### src/rtl/instr_fetch_unit.sv
`default_nettype none
// ============================================================================
// instr_fetch_unit : PC holder and single-outstanding instruction fetcher
// Rev 1.0
// ============================================================================
module instr_fetch_unit #(
  parameter int              XLEN     = 32,
  parameter logic [XLEN-1:0] RESET_PC = {XLEN{1'b0}},
  parameter int              CNT_W    = 32
) (
  input  logic             clk,
  input  logic             reset,
  output logic             imem_req,
  output logic [XLEN-1:0]  imem_addr,
  input  logic             imem_gnt,
  input  logic             imem_rvalid,
  input  logic [31:0]      imem_rdata,
  output logic             instr_valid,
  input  logic             instr_ready,
  output logic [31:0]      instr,
  output logic [XLEN-1:0]  instr_pc,
  output logic [6:0]       opcode,
  output logic [2:0]       funct3,
  output logic [6:0]       funct7,
  input  logic             selBranch,
  input  logic             jump,
  input  logic [XLEN-1:0]  branch_target,
  output logic [CNT_W-1:0] fetch_count
);

  localparam logic [1:0] FETCH = 2'd0;
  localparam logic [1:0] WAIT  = 2'd1;
  localparam logic [1:0] HOLD  = 2'd2;
  localparam logic [31:0] NOP  = 32'h0000_0013;

  logic [1:0]       state;
  logic [1:0]       state_next;
  logic [XLEN-1:0]  pc;
  logic [31:0]      instr_q;
  logic [XLEN-1:0]  instr_pc_q;
  logic [CNT_W-1:0] count_q;

  logic             load;
  logic             handoff;
  logic [XLEN-1:0]  target_aligned;
  logic [XLEN-1:0]  pc_next;

  assign load           = (state == WAIT) && imem_rvalid;
  assign handoff        = (state == HOLD) && instr_ready;
  assign target_aligned = branch_target & ~{{(XLEN-2){1'b0}}, 2'b11};
  assign pc_next        = (selBranch | jump) ? target_aligned : pc + XLEN'(4);

  always_ff @(posedge clk) begin
    if (reset) begin
      state      <= FETCH;
      pc         <= RESET_PC;
      instr_q    <= NOP;
      instr_pc_q <= RESET_PC;
      count_q    <= '0;
    end else begin
      state <= state_next;
      if (load) begin
        instr_q    <= imem_rdata;
        instr_pc_q <= pc;
      end
      if (handoff) begin
        pc      <= pc_next;
        count_q <= count_q + CNT_W'(1);
      end
    end
  end

  always_comb begin
    state_next = state;
    case (state)
      FETCH:   if (imem_gnt)    state_next = WAIT;
      WAIT:    if (imem_rvalid) state_next = HOLD;
      HOLD:    if (instr_ready) state_next = FETCH;
      default:                  state_next = FETCH;
    endcase
  end

  // Request is masked during reset so nothing is issued in the reset cycle itself.
  always_comb begin
    imem_req    = (state == FETCH) && !reset;
    imem_addr   = pc;
    instr_valid = (state == HOLD);
  end

  assign instr       = instr_q;
  assign instr_pc    = instr_pc_q;
  assign opcode      = instr_q[6:0];
  assign funct3      = instr_q[14:12];
  assign funct7      = instr_q[31:25];
  assign fetch_count = count_q;

endmodule
`default_nettype wire

### config.mk
export PLATFORM = sky130hd
export DESIGN_NAME = instr_fetch_unit
export DESIGN_NICKNAME = d
export VERILOG_FILES = /design/src/rtl/instr_fetch_unit.sv
export SDC_FILE = /design/constraint.sdc
export NUM_CORES = 1
export LEC_CHECK = 0
export CORE_ASPECT_RATIO = 2
export CORE_MARGIN = 3
export CORE_UTILIZATION = 45
export CTS_BUF_LIST = sky130_fd_sc_hd__clkbuf_4 sky130_fd_sc_hd__clkbuf_8 sky130_fd_sc_hd__clkbuf_16
export DETAILED_ROUTE_END_ITERATION = 7
export HOLD_SLACK_MARGIN = 0.08
export PLACE_DENSITY = 0.77
export SYNTH_ARGS = -nofsm -noshare
export SYNTH_HDL_FRONTEND = slang
export SYNTH_SLANG_ARGS = --single-unit
### constraint.sdc
create_clock -name clk -period 3 [get_ports clk]
set_input_delay 0.9 -clock clk [delete_from_list [all_inputs] [get_ports clk]]
set_output_delay 0.9 -clock clk [all_outputs]
set_load 0.01 [all_outputs]
==> flow_summary_export.csv <==
group,metric,value,unit
cts,cts_buffer_depth,2,
timing,min_period_over_period,92.3,%
logic_synthesis,synth_common_cells,"nand2_1, dfxtp_1, a21oi_1",
timing,drv_slew,0,
die,die_h,170,µm
cts,post-cts-setup-buffers,0,
logic_synthesis,yosys.cell_count.top_type,"nand2_1",
worst_setup_path,crit_path_end_kind,"output port",
cts,cts.repair.resized,0,
worst_setup_path,worst-endpoint-arrival,1870,ps
die,rows,59,
logic_synthesis,ys_top_cells_by_area,"dfxtp_1, nand2_1, a21oi_1",
power,power_density,493,nW/µm²
timing,max_freq,0.361,GHz
grt,grt_use_total,25.6,%
cts,clock_latency,410,ps
routing,avgRoutedWirePerCell,17.4,µm
cts,cts_buffers,17,
timing,fin_skew,10.8,ps
logic_synthesis,syn_area,6050,µm²
layout,final_util,67.8,%
worst_setup_path,cp_max_fo,2,
logic_synthesis,synth_seq_cells,126,
routing,via_per_inst,5.76,
die,die_area,15000,µm²
cts,htreeDepth,4,
timing,tightest_slew,717,ps
layout,drive_gt1_share,8.57,%
logic_synthesis,synth_top_area_share,41.7,%
routing,drt_first_pass_iters,6,
logic_synthesis,synth_top_cell_by_area,"dfxtp_1",
logic_synthesis,synth_cells,767,
routing,drt_iter0_markers,500,
logic_synthesis,synth-async-reset-ratio,0,%
timing,rsz0062_at_grt,"false",
place,gp_congestion,0.900,
cts,clk_pin_slew_worst_paths,60,ps
routing,drt_wl_total,19.4,mm
cts,clock-sinks,126,
grt,antenna_found_initial,0,
logic_synthesis,seq_area_frac_synth,41.7,%
place,io_buffers,211,
timing,finalSetupViolations,0,
die,die_w,88.0,µm
cts,cts_tree,"done",
die,start_util,46.3,%
cts,cts_root_buffer,"clkbuf_16",
worst_setup_path,path_class,"primary input to output port",
grt,grt_overflow,0,
worst_setup_path,crit_required,2100,ps
job,drv_cap,0,
layout,area_growth,46.4,%
worst_setup_path,cp-start-kind,"primary input",
routing,vias,6390,
logic_synthesis,yosysWarnings,0,
run_status,status,"completed",
cts,postCtsHoldBufs,0,
grt,grt_pass1_wl,30.6,mm
place,hpwl,13.9,mm
die,core,13100,µm²
worst_setup_path,cp_top_family,"buffers and inverters",
routing,postRouteAntennaNets,0,
timing,slew_headroom,51.8,%
worst_setup_path,crit_path_max_incr_delay,630,ps
timing,hold_viol_final,0,
logic_synthesis,syn_avg_cell_area,7.89,µm²
routing,drc,0,
layout,nNetsFinal,1017,
hold_path,hp-class,"register to register",
logic_synthesis,synth.distinct_cells,64,
grt,grt_pass1_vias,6049,
worst_setup_path,path_buf_inv,2,
worst_setup_path,worstPathCellList,"buf_4, nor3_1, clkdlybuf4s50_1",
logic_synthesis,synth-edff-count,0,
logic_synthesis,ys.flop_type,"dfxtp_1",
timing,fin_setup_tns,0,ps
timing,period_minus_slack,2770,ps
grt,grt_max_degree,89,
worst_setup_path,slowest_stage,"clkdlybuf4s50_1",
power,ir_drop,0.401,mV
die,io_pins,218,
power,p_leak,3.00,nW
worst paths after layout:
check	depth (start not counted)	startpoint	slack [ps]	to
worst max-delay path	3	reset	230	imem_req
worst min-delay path	2	instr_pc[19]	450	instr_pc[19]
worst max register to register	5	imem_addr[2]	620	imem_addr[20]
worst min register to register	2	instr_pc[19]	450	instr_pc[19]
layout make-up:
class | instances | area [µm²]
inverter | 10 | 37.5
timing repair buffer | 235 | 2330
multi-input combinational | 554 | 3120
clock inverter | 13 | 211
sequential | 126 | 2520
fill | 1121 | 4200
antenna | 1 | 2.50
clock buffer | 19 | 447
tap | 152 | 190
per-stage QoR:
| step | power (W) | instances | instance area [µm²] | hold WS, ps | worst slack [ps] |
|---|---|---|---|---|---|
| after floorplan | 0.00192 | 770 | 6070 | 481 | 242 |
| after global placement | 0.00212 | 1077 | 8200 | 441 | 199 |
| after detailed placement | 0.00213 | 1077 | 8200 | 446 | 146 |
| after CTS | 0.00441 | 1109 | 8860 | 453 | 235 |
| after global routing | 0.00452 | 1109 | 8860 | 469 | 198 |
| final | 0.00437 | 1110 | 8860 | 452 | 231 |
per-layer routing:
metal / GRT usage, % / up-vias / routed length, µm
met5: 0 / - / 0
met4: 12.3 / 0 / 753
met3: 6.40 / 62 / 1230
met2: 46.4 / 262 / 10600
met1: 26.8 / 2975 / 6780
li1: - / 3091 / -
worst reg2reg max path, delay by kind of cell, from the launching register on:
family,cells,cell delay (ps)
AND/OR/NAND/NOR,3,1350
adder cells (fa/ha/maj),1,300
AO/OA/AOI/OAI,1,170
flip-flops,1,490
registers in the layout, indices dropped and copies added, names as in the netlist:
name and cells:
imem_addr 30, state 2, instr_pc 30, instr 32
fetch_count 32
kinds of logic (layout without fill, tap and decap cells):
family	after synthesis	count (layout)	share of synthesized area [%]
adder cells (fa/ha/maj)	2	2	0.413
other	1	5	0.0619
AO/OA/AOI/OAI	187	187	19.8
XOR/XNOR	8	8	1.16
multiplexers	11	11	1.98
buffers and inverters	90	277	7.05
AND/OR/NAND/NOR	342	342	27.9
flip-flops	126	126	41.7
power breakdown:
group          internal (W)  total (W)  leakage (nW)  switching, W
clock               0.00151    0.00228         0.321      0.000772
sequential          0.00170    0.00173          1.02     0.0000288
combinational      0.000192   0.000362          1.66      0.000170
total               0.00340    0.00437          3.00      0.000970
cell usage in the layout (no fill, tap or decap), drive strengths merged, types with 15 or more instances in the layout:
cell / n
and3: 15
dfxtp: 126
nand3: 31
nand2: 165
a21oi: 89
clkdlybuf4s50: 210
nor2: 27
nor3: 21
o21ai: 15
buf: 25
clkbuf: 19
No activity file was read; power rests on OpenSTA's default activity.
